--- src/rtl/uart_fifo_host.sv ---
// uart_fifo_host: UART transceiver with 16x oversampled RX and TX/RX FIFOs.
// Define UART_PARITY_EN to add one even-parity bit after the data bits.
module uart_fifo_host #(
    parameter int unsigned BAUD_DIV   = 326,
    parameter int unsigned DATA_BITS  = 8,
    parameter int unsigned STOP_BITS  = 1,
    parameter int unsigned FIFO_DEPTH = 8
) (
    input  logic                 clk,
    input  logic                 rst,
    input  logic [DATA_BITS-1:0] tx_data,
    input  logic                 tx_valid,
    output logic                 tx_ready,
    output logic                 tx_out,
    output logic                 tx_busy,
    input  logic                 rx_in,
    output logic [DATA_BITS-1:0] rx_data,
    output logic                 rx_valid,
    input  logic                 rx_ready,
    output logic                 rx_frame_err,
    output logic                 rx_overrun,
    output logic                 rx_parity_err
);
    localparam int unsigned AW = $clog2(FIFO_DEPTH);
    localparam int unsigned PW = AW + 1;
    localparam int unsigned CW = 16;
    localparam int unsigned BW = 4;
    localparam int unsigned SW = 5;
    localparam logic [CW-1:0] TICK_MAX = CW'(BAUD_DIV - 1);
    localparam logic [SW-1:0] PH_BIT   = SW'(15);
    localparam logic [SW-1:0] PH_HALF  = SW'(7);
    localparam logic [SW-1:0] PH_STOP  = SW'(16 * STOP_BITS - 1);
    localparam logic [BW-1:0] LAST_BIT = BW'(DATA_BITS - 1);

    typedef enum logic [2:0] {S_IDLE, S_START, S_DATA, S_PARITY, S_STOP} state_t;

    // Free-running oversample tick
    logic [CW-1:0] tick_cnt;
    logic          tick;

    assign tick = (tick_cnt == TICK_MAX);

    always_ff @(posedge clk or posedge rst) begin
        if (rst) tick_cnt <= '0;
        else     tick_cnt <= tick ? '0 : tick_cnt + CW'(1);
    end

    // TX FIFO
    logic [DATA_BITS-1:0] tx_mem [FIFO_DEPTH];
    logic [PW-1:0]        tx_wr_ptr, tx_rd_ptr;
    logic                 tx_empty, tx_full, tx_push, tx_pop;

    assign tx_empty = (tx_wr_ptr == tx_rd_ptr);
    assign tx_full  = (tx_wr_ptr[AW] != tx_rd_ptr[AW]) &&
                      (tx_wr_ptr[AW-1:0] == tx_rd_ptr[AW-1:0]);
    assign tx_ready = !tx_full;
    assign tx_push  = tx_valid && !tx_full;

    always_ff @(posedge clk) begin
        if (tx_push) tx_mem[tx_wr_ptr[AW-1:0]] <= tx_data;
    end

    always_ff @(posedge clk or posedge rst) begin
        if (rst) begin
            tx_wr_ptr <= '0;
            tx_rd_ptr <= '0;
        end else begin
            if (tx_push) tx_wr_ptr <= tx_wr_ptr + PW'(1);
            if (tx_pop)  tx_rd_ptr <= tx_rd_ptr + PW'(1);
        end
    end

    // TX framer; the shift register rotates so its XOR stays the data parity
    state_t               tx_state;
    logic [SW-1:0]        tx_phase;
    logic [BW-1:0]        tx_bit;
    logic [DATA_BITS-1:0] tx_shift;

    assign tx_pop  = tick && !tx_empty &&
                     ((tx_state == S_IDLE) || (tx_state == S_STOP && tx_phase == PH_STOP));
    assign tx_busy = !tx_empty || (tx_state != S_IDLE);

    always_ff @(posedge clk or posedge rst) begin
        if (rst) begin
            tx_state <= S_IDLE;
            tx_phase <= '0;
            tx_bit   <= '0;
            tx_shift <= '0;
            tx_out   <= 1'b1;
        end else if (tx_pop) begin
            tx_state <= S_START;
            tx_phase <= '0;
            tx_shift <= tx_mem[tx_rd_ptr[AW-1:0]];
            tx_out   <= 1'b0;
        end else if (tick && tx_state != S_IDLE) begin
            tx_phase <= tx_phase + SW'(1);
            case (tx_state)
                S_START: if (tx_phase == PH_BIT) begin
                    tx_state <= S_DATA;
                    tx_phase <= '0;
                    tx_bit   <= '0;
                    tx_out   <= tx_shift[0];
                end
                S_DATA: if (tx_phase == PH_BIT) begin
                    tx_phase <= '0;
                    tx_shift <= {tx_shift[0], tx_shift[DATA_BITS-1:1]};
                    if (tx_bit == LAST_BIT) begin
`ifdef UART_PARITY_EN
                        tx_state <= S_PARITY;
                        tx_out   <= ^tx_shift;
`else
                        tx_state <= S_STOP;
                        tx_out   <= 1'b1;
`endif
                    end else begin
                        tx_bit <= tx_bit + BW'(1);
                        tx_out <= tx_shift[1];
                    end
                end
`ifdef UART_PARITY_EN
                S_PARITY: if (tx_phase == PH_BIT) begin
                    tx_state <= S_STOP;
                    tx_phase <= '0;
                    tx_out   <= 1'b1;
                end
`endif
                S_STOP: if (tx_phase == PH_STOP) begin
                    tx_state <= S_IDLE;
                    tx_phase <= '0;
                end
                default: tx_state <= S_IDLE;
            endcase
        end
    end

    // RX input synchroniser
    logic rx_meta, rx_s;

    always_ff @(posedge clk or posedge rst) begin
        if (rst) begin
            rx_meta <= 1'b1;
            rx_s    <= 1'b1;
        end else begin
            rx_meta <= rx_in;
            rx_s    <= rx_meta;
        end
    end

    // RX FIFO
    logic [DATA_BITS-1:0] rx_mem [FIFO_DEPTH];
    logic [PW-1:0]        rx_wr_ptr, rx_rd_ptr;
    logic                 rx_full, rx_push, rx_pop, rx_done, rx_good, rx_par_ok;
    logic [DATA_BITS-1:0] rx_shift;
    state_t               rx_state;
    logic [SW-1:0]        rx_phase;
    logic [BW-1:0]        rx_bit;

    assign rx_valid = (rx_wr_ptr != rx_rd_ptr);
    assign rx_full  = (rx_wr_ptr[AW] != rx_rd_ptr[AW]) &&
                      (rx_wr_ptr[AW-1:0] == rx_rd_ptr[AW-1:0]);
    assign rx_data  = rx_valid ? rx_mem[rx_rd_ptr[AW-1:0]] : '0;
    assign rx_pop   = rx_valid && rx_ready;
    assign rx_done  = tick && (rx_state == S_STOP) && (rx_phase == PH_BIT);
    assign rx_good  = rx_done && rx_s && rx_par_ok;
    assign rx_push  = rx_good && (!rx_full || rx_pop);

`ifdef UART_PARITY_EN
    logic rx_par;
    assign rx_par_ok = (rx_par == ^rx_shift);
`else
    assign rx_par_ok     = 1'b1;
    assign rx_parity_err = 1'b0;
`endif

    always_ff @(posedge clk) begin
        if (rx_push) rx_mem[rx_wr_ptr[AW-1:0]] <= rx_shift;
    end

    always_ff @(posedge clk or posedge rst) begin
        if (rst) begin
            rx_wr_ptr <= '0;
            rx_rd_ptr <= '0;
        end else begin
            if (rx_push) rx_wr_ptr <= rx_wr_ptr + PW'(1);
            if (rx_pop)  rx_rd_ptr <= rx_rd_ptr + PW'(1);
        end
    end

    // RX deframer: start validated at half bit, then mid-bit samples
    always_ff @(posedge clk or posedge rst) begin
        if (rst) begin
            rx_state     <= S_IDLE;
            rx_phase     <= '0;
            rx_bit       <= '0;
            rx_shift     <= '0;
            rx_frame_err <= 1'b0;
            rx_overrun   <= 1'b0;
`ifdef UART_PARITY_EN
            rx_par        <= 1'b0;
            rx_parity_err <= 1'b0;
`endif
        end else begin
            rx_frame_err <= 1'b0;
            rx_overrun   <= 1'b0;
`ifdef UART_PARITY_EN
            rx_parity_err <= 1'b0;
`endif
            case (rx_state)
                S_IDLE: if (!rx_s) begin
                    rx_state <= S_START;
                    rx_phase <= '0;
                end
                S_START: if (tick) begin
                    rx_phase <= rx_phase + SW'(1);
                    if (rx_phase == PH_HALF) begin
                        rx_phase <= '0;
                        rx_bit   <= '0;
                        rx_state <= rx_s ? S_IDLE : S_DATA;
                    end
                end
                S_DATA: if (tick) begin
                    rx_phase <= rx_phase + SW'(1);
                    if (rx_phase == PH_BIT) begin
                        rx_phase <= '0;
                        rx_shift <= {rx_s, rx_shift[DATA_BITS-1:1]};
                        if (rx_bit == LAST_BIT) begin
`ifdef UART_PARITY_EN
                            rx_state <= S_PARITY;
`else
                            rx_state <= S_STOP;
`endif
                        end else begin
                            rx_bit <= rx_bit + BW'(1);
                        end
                    end
                end
`ifdef UART_PARITY_EN
                S_PARITY: if (tick) begin
                    rx_phase <= rx_phase + SW'(1);
                    if (rx_phase == PH_BIT) begin
                        rx_phase <= '0;
                        rx_par   <= rx_s;
                        rx_state <= S_STOP;
                    end
                end
`endif
                S_STOP: if (tick) begin
                    rx_phase <= rx_phase + SW'(1);
                    if (rx_phase == PH_BIT) begin
                        rx_phase     <= '0;
                        rx_state     <= S_IDLE;
                        rx_frame_err <= !rx_s;
                        rx_overrun   <= rx_good && rx_full && !rx_pop;
`ifdef UART_PARITY_EN
                        rx_parity_err <= rx_s && !rx_par_ok;
`endif
                    end
                end
                default: rx_state <= S_IDLE;
            endcase
        end
    end

endmodule

--- config.mk ---
export PLATFORM = sky130hd
export DESIGN_NAME = uart_fifo_host
export DESIGN_NICKNAME = d
export VERILOG_FILES = /design/src/rtl/uart_fifo_host.sv
export SDC_FILE = /design/constraint.sdc
export NUM_CORES = 1
export LEC_CHECK = 0
export ABC_AREA = 0
export CORE_UTILIZATION = 65
export DETAILED_ROUTE_END_ITERATION = 10
export GPL_TIMING_DRIVEN = 0
export PLACE_DENSITY_LB_ADDON = 0.05
export SYNTH_ARGS = -nofsm -noshare
export SYNTH_HDL_FRONTEND = slang
export SYNTH_SLANG_ARGS = --single-unit
export TNS_END_PERCENT = 10
--- constraint.sdc ---
create_clock -name clk -period 3.7 [get_ports clk]
set_input_delay 0.37 -clock clk [delete_from_list [all_inputs] [get_ports clk]]
set_output_delay 0.37 -clock clk [all_outputs]
set_load 0.01 [all_outputs]
# Yosys cells after proc, flatten, opt, wreduce, memory -nomap -nowiden
# Memory sizes are Yosys's and may differ from the RTL's.
# Cells that the tools add are included.
dict set report totals {
  reg_bits 77
  ram_bits 128
  input_bits 13
  out_inout_bits 15
  elab_cells 166
  mem_count 2
}
dict set report op_classes {
  n_addsub 9
  eq_ne 35
  n_mux 59
  bitwise 1
  reduce_logical 42
}
# memory words word_bits read_ports rd_ports_with_merged_regs write_ports line_no
set mem_list {}
lappend mem_list {rx_mem 8 8 1 0 1 150} ;# logic [DATA_BITS-1:0] rx_mem [FIFO_DEPTH];
lappend mem_list {tx_mem 8 8 1 0 1 49} ;# logic [DATA_BITS-1:0] tx_mem [FIFO_DEPTH];
# operator n
set ops {}
lappend ops {{$mux 5} 9}
lappend ops {{$mux 3} 14}
lappend ops {{$mux 8} 5}
lappend ops {{$mux 4} 8}
lappend ops {{$add 4x1->4 const B} 6}
lappend ops {{$ne 2x2->1 const B} 11}
lappend ops {{$add 16x1->16 const B} 1}
lappend ops {{$eq 16x9->1 const B} 1}
lappend ops {{$mux 16} 1}
lappend ops {{$pmux 4 s2} 2}
lappend ops {{$mux 1} 15}
lappend ops {{$pmux 5 s3} 1}
lappend ops {{$logic_and 1x1->1} 14}
lappend ops {{$pmux 3 s4} 1}
lappend ops {{$reduce_and 6->1} 2}
lappend ops {{$add 5x1->5 const B} 2}
lappend ops {{$eq 5x4->1 const B} 2}
lappend ops {{$reduce_bool 2->1} 5}
lappend ops {{$ne 3x3->1 const B} 3}
lappend ops {{$pmux 3 s3} 1}
lappend ops {{$reduce_bool 3->1} 3}
lappend ops {{$eq 4x3->1 const B} 2}
lappend ops {{$reduce_and 4->1} 2}
lappend ops {{$reduce_and 8->1} 1}
lappend ops {{other kinds (20)} 34}

# Depth between registers and ports, before layout
# Gate-level depths: netlist of run 1.
dict set report logic_depth {
  word_depth 9
  depth_mapped 9
  depth_no_buf 8
}

# Worst setup path after synthesis of run 1
# No wires, ideal clock.
dict set report synth_path {
  path_kind {register to register}
  from {register rx_phase[0]}
  to {memory rx_mem[0][0], enable pin}
  setup_ns 0.383
  arrival_ns 2.130
  path_slack_ns 1.187
  path_stages_with_launch 8
  period_less_slack_ns 2.513
  cell_sequence {dfrtp_1 ha_1 and3_1 ha_1 clkbuf_1 and4_1 nand3b_1 nor3_1}
}
dict set report synth_between {
  elab_chain_cells 6
}
# element line_no
set synth_rtl {}
lappend synth_rtl {{start, declared} 155} ;# logic [SW-1:0] rx_phase;
lappend synth_rtl {{start signal, assigned} 214} ;# rx_phase <= rx_phase + SW'(1);
lappend synth_rtl {{start signal, assigned} 222} ;# rx_phase <= rx_phase + SW'(1);
lappend synth_rtl {{start signal, assigned} 248} ;# rx_phase <= rx_phase + SW'(1);
lappend synth_rtl {{$eq 5x4->1} 163} ;# assign rx_done = tick && (rx_state == S_STOP) && (rx_phase == PH_BIT);
lappend synth_rtl {{$logic_and 1x1->1} 163}
lappend synth_rtl {{$logic_and 1x1->1} 164} ;# assign rx_good = rx_done && rx_s && rx_par_ok;
lappend synth_rtl {{$logic_and 1x1->1} 165} ;# assign rx_push = rx_good && (!rx_full || rx_pop);
lappend synth_rtl {{$mux 1} 176} ;# if (rx_push) rx_mem[rx_wr_ptr[AW-1:0]] <= rx_shift;
lappend synth_rtl {{$mux 1 (not written as such)} 176}
lappend synth_rtl {{end, declared} 150}
# Every way passes these cells.

# Worst setup path in the final report of run 1
dict set report layout_path {
  from {register rx_rd_ptr[0]}
  to {output port rx_data[4]}
}
dict set report layout_between {
  elab_chain_cells 2
  word_cells_on_any_way 3
  cone_classes {eq/ne (1); mux (1); memory (1)}
}
# element line_no
set layout_rtl {}
lappend layout_rtl {{start, declared} 151} ;# logic [PW-1:0] rx_wr_ptr, rx_rd_ptr;
lappend layout_rtl {{start signal, assigned} 185} ;# if (rx_pop) rx_rd_ptr <= rx_rd_ptr + PW'(1);
lappend layout_rtl {{$mem_v2 8x8 / $ne 4x4->1 (equally long branches)} -}
lappend layout_rtl {{$mux 8 *} 161} ;# assign rx_data = rx_valid ? rx_mem[rx_rd_ptr[AW-1:0]] : '0;
lappend layout_rtl {{end, declared} 17} ;# output logic [DATA_BITS-1:0] rx_data,
# Mark *: on every way between the ends. The rest lies on a longest branch, timed or not.

==> flow_summary.ini, run 1 <==
[status]
status = completed

[place]
place_area_sq_mm = 0.00955
dp_hpwl_um = 10400
io_buffers = 26
gp_congestion = 0.836

[power_and_ir_drop]
p_leak_uw = 0.00403
p_per_area_mw_per_mm2 = 562
peakVddDrop_uv = 414

[drt]
drtIter0Drc = 330
drt-total-wl_um = 16700
wire_per_inst_um = 20.2
wl_met1_um = 7020
drc = 0
final_antenna_net_count = 0
viasPerCell = 6.13
drt-pass1-iter-count = 4
wl_met2_um = 8650
vias = 5094
met3_length_um = 703
highest_layer = met4

[yosys]
synth_cell_type_count = 71
synth-edff-count = 128
avgSynthCellArea_sq_um = 15.3
synth_seq_area_share = 0.639
synthArstFlopShare = 0.376
synth_top_area_share = 0.425
yosys-top-cells-count = edfxtp_1 (128), dfrtp_1 (74), nor2_1 (47)
synth_nets = 615
ys.warnings.count = 0
synth_mux_area_frac = 0.142
synth_compound_area_frac = 0.0435
synth_most_common_cell = edfxtp_1
syn_area_sq_mm = 0.00904
synthAdderAreaFrac = 0.0166
ys_ff_latch = 205
synth_area_leaders = edfxtp_1 (43%), dfrtp_1 (20%), mux4_2 (6.0%)
yosysTopAreaCell = edfxtp_1
ys.flop_type = edfxtp_1
synth_top_family_by_area = multiplexers
synth_cells = 590
synth_simple_gate_area_frac = 0.101
synthXorXnorAreaFrac = 0.0359

[die]
start_util = 0.674
core_sq_mm = 0.0134
die_w_um = 120
die-area_sq_mm = 0.0144
ios = 28
die_h_um = 120
std_cell_rows = 42

[global_routing]
grt.total_usage = 0.250
overflow = 0
grt_pass1_wl_um = 27400
antenna_found_initial = 0
grt_max_degree = 53
grt_pass1_vias = 5204

[clock_network]
post-cts-setup-buffers = 0
cts_buffers = 21
h-tree-depth = 1
cts_tree = yes
clk_pin_slew_worst_paths_ps = 60
cts_hold_buf = 0
numClockSinks = 205
clock_path_buffers = 3
clkLatencyLatePin_ps = 490
cts-resized-gates = 0
cts_root_buf = clkbuf_16

[sta]
timing.final.crit_share = 0.885
maxSlewViolCount = 0
relSlewSlack = 0.162
timing.final.crit_period_ps = 3270
clock_skew_ps = 11.1
clock.fmax_mhz = 305
worst_pin_slew_ps = 1250
setup_viol = 0
rsz0062_at_grt = no
hold_viol = 0
setup_tns_ps = 0

[cells_and_area]
syn_to_final_growth_pct = 14.1
final_nets = 666
final_cell_area_sq_mm = 0.0103
drive_gt1_frac = 0.211
diodes = 0

[worst_setup_path]
path_cells = buf_2, buf_2, mux4_2, mux2i_1, nor2_1, clkdlybuf4s50_1
crit_type = reg -> out
r2r_setup_slack_ps = 580
crit_slowest_cell = mux4_2
cp_data_required_time_ps = 3330
critical_path_arrival_ps = 2900
crit_path_max_fanout = 10
cp.depth = 6
crit_buf_inv = 3
endpoint_kind = output pin
reg2reg_depth = 7
critPathMaxStageDelay_ps = 590
start_kind = register
worst_path_most_repeated_cell = buf_2
critPathTopFamily = buffers and inverters

[hold_path]
hold_path_class = in -> async

[flow_run]
drv_cap = 0
[path summary, 6_finish.rpt]
| kind | from | end |
|---|---|---|
| max in group asynchronous | rst | rx_meta |
| worst max-delay path | rx_rd_ptr[0] | rx_data[4] |
| worst max register to register | rx_phase[0] | rx_mem[0][4] |
| worst min register to register | rx_meta | rx_s |
| worst min-delay path | rst | tx_wr_ptr[2] |
| min in group clk | rx_meta | rx_s |
[final cells by class]
type                       count  area, sq um
buffer                        25          158
timing repair buffer          28          295
inverter                      12         47.5
sequential                   205         5770
clock inverter                15          230
clock buffer                  22          529
tap                          176          220
multi-input combinational    348         3060
fill                         765         3090
[flip-flops by register name, summed over array words and instances (netlist names), 5 cells and up]
register and count:
tick_cnt 16, rx_phase 5, tx_mem 64, rx_shift 8, tx_phase 5, rx_mem 64
tx_shift 8
[worst register-to-register path: cells and delay by family (launching register included)]
kind	cells	cell delay, ps
simple gates	4	1630
flops	1	390
fa+ha+maj	2	380
buf+inv	1	310
[cell usage in the layout, fill, tap and decap left out, types with 11 or more instances in the layout]
master           synthesis  routed
mux2_2                  39      39
nor2_1                  47      47
clkbuf_16                0      21
xor2_1                  17      17
ha_1                    12      12
dfrtp_1                 74      74
o21ai_0                 23      23
nand2b_1                11      11
clkdlybuf4s50_1          0      26
nand2_1                 21      21
inv_1                   12      11
nand3_1                 24      24
xnor2_1                 20      20
mux4_2                  24      24
edfxtp_1               128     128
[where the power goes]
group	switching (uW)	leakage (uW)	total (uW)	internal [uW]
combinational	454	0.00136	834	381
clock	861	0.000362	2320	1460
sequential	58.9	0.00231	2650	2590
total	1370	0.00403	5800	4430
[layer usage]
metal	track usage	vias up
met4	0.0711	0
met3	0.0356	30
met5	0	-
li1	-	2360
met2	0.430	129
met1	0.334	2575
[cells by family after synthesis]
family	Yosys count
fa+ha+maj	12
xor+xnor	37
simple gates	161
compound gates	57
mux	80
buf+inv	37
flops	205
other cells	1
[per-stage QoR]
step | setup WS, ps | total power, uW | std cells | hold WS, ps | utilization
floorplan | 1190 | 3260 | 590 | 345 | -
global placement | 111 | 3480 | 792 | 346 | 0.710
detailed placement | 535 | 3520 | 793 | 348 | 0.713
CTS | 348 | 5840 | 830 | 236 | 0.769
global route | 211 | 5990 | 831 | 258 | 0.770
finish | 426 | 5800 | 831 | 231 | 0.770
Power figures use the tool's default switching activity.
==> run 2: changes to the inputs <==
Settings changed: CORE_UTILIZATION 65 to 30, SETUP_SLACK_MARGIN set to 0.2.
==> run 2 against run 1 <==
Net effect: sequential power about the same; first-iteration DRC count down 20%; clock-buffer cell count up 14; sequential share of layout area down 2.2 points; clock skew up 20 ps; clock power up 11%; final area up 4.1%.
==> flow_summary.ini, run 2 (synthesized netlist as in run 1, its figures left out) <==
[clock_network]
h-tree-depth = 1
numClockSinks = 205
post-cts-setup-buffers = 0
cts_root_buf = clkbuf_16
cts_tree = yes
cts-resized-gates = 1
cts_buffers = 26
clock_path_buffers = 3
clk_pin_slew_worst_paths_ps = 60
cts_hold_buf = 0
clkLatencyLatePin_ps = 530

[sta]
timing.final.crit_period_ps = 3300
hold_viol = 0
maxSlewViolCount = 0
setup_tns_ps = 0
clock_skew_ps = 31.5
timing.final.crit_share = 0.892
clock.fmax_mhz = 303
worst_pin_slew_ps = 1060
rsz0062_at_grt = yes
relSlewSlack = 0.291
setup_viol = 0

[place]
io_buffers = 26
place_inst = 1007
gp_congestion = 0.713
dp_hpwl_um = 12200

[global_routing]
antenna_found_initial = 0
grt_max_degree = 41
grt_pass1_vias = 5334
grt_pass1_wl_um = 30500
overflow = 0
grt.total_usage = 0.127

[die]
die_h_um = 176
die-area_sq_mm = 0.0308
ios = 28
core_sq_mm = 0.0296
start_util = 0.305
std_cell_rows = 63
die_w_um = 176

[power_and_ir_drop]
p_leak_uw = 0.00412
peakVddDrop_uv = 274
p_total_uw = 6100
p_per_area_mw_per_mm2 = 568

[drt]
wire_per_inst_um = 17.8
drt-total-wl_um = 18800
viasPerCell = 4.77
drc = 0
drtIter0Drc = 263
drt-pass1-iter-count = 6
vias = 5036
final_antenna_net_count = 0

[cells_and_area]
multiInputGateArea_sq_mm = 0.00309
final-seq-area_sq_mm = 0.00577
final_nets = 670
diodes = 0
n_fill_cell = 2874
final_common_cell = edfxtp_1
final_cell_mix = edfxtp_1 (128), dfrtp_1 (74), nor2_1 (47)
drive_gt1_frac = 0.224
final_cells = 1055
syn_to_final_growth_pct = 18.9

[hold_path]
hold_path_class = in -> async

[status]
status = completed

[worst_setup_path]
critPathMaxStageDelay_ps = 540
cp_data_required_time_ps = 3330
endpoint_kind = output pin
crit_type = reg -> out
critical_path_arrival_ps = 2930
crit_slowest_cell = mux4_2
r2r-start = rx_phase[0]
reg2reg_depth = 7
crit_path_max_fanout = 10
start_kind = register
path_cells = buf_2, clkbuf_4, mux4_2, mux2i_1, nor2_1, clkdlybuf4s50_1
critPathLaunch = rx_rd_ptr[0]

[flow_run]
drv_cap = 0
==> run 2: worst max-delay path: cells and delay by family, from the launching register on <==
family	cells	cell delay, ps
simple gates	1	70
buf+inv	3	1280
mux	2	720
flops	1	340
==> run 2: area by class of cell <==
cell class                 count  share of cell area
tap                          390              0.0454
clock buffer                  36              0.0697
clock inverter                12              0.0135
sequential                   205               0.538
inverter                      12             0.00443
buffer                        25              0.0150
multi-input combinational    348               0.288
timing repair buffer          27              0.0268
==> run 2: metal layers <==
metal	track usage	wire, um	part of all wire	up-vias
met4	0.0370	377	0.020	0
met5	0	0	0	-
met3	0.0199	632	0.034	32
met1	0.166	8490	0.45	2565
li1	-	-	-	2366
met2	0.217	9310	0.49	73
==> run 2: final timing paths <==
path	to	slack, ps
min in group clk	rx_meta	260
worst min-delay path	tx_shift[3]	250
worst min register to register	rx_s	350
max in group asynchronous	rx_s	2810
worst max register to register	rx_mem[6][0]	700
worst max-delay path	rx_data[7]	400
==> run 2: where the power goes <==
group	switching [uW]	internal [uW]	total, uW
Combinational	500	387	887
Sequential	51.8	2590	2640
Clock	960	1620	2580
==> run 2: stage by stage <==
stage	hold slack, ps	worst slack [ps]	instance area, sq um	utilization
3_3_place_gp	347	-184	9790	0.330
6_report	251	401	10700	0.362
2_1_floorplan	345	1190	9040	-
4_1_cts	239	192	10700	0.362
5_1_grt	249	189	10700	0.362
3_5_place_dp	347	577	9840	0.332
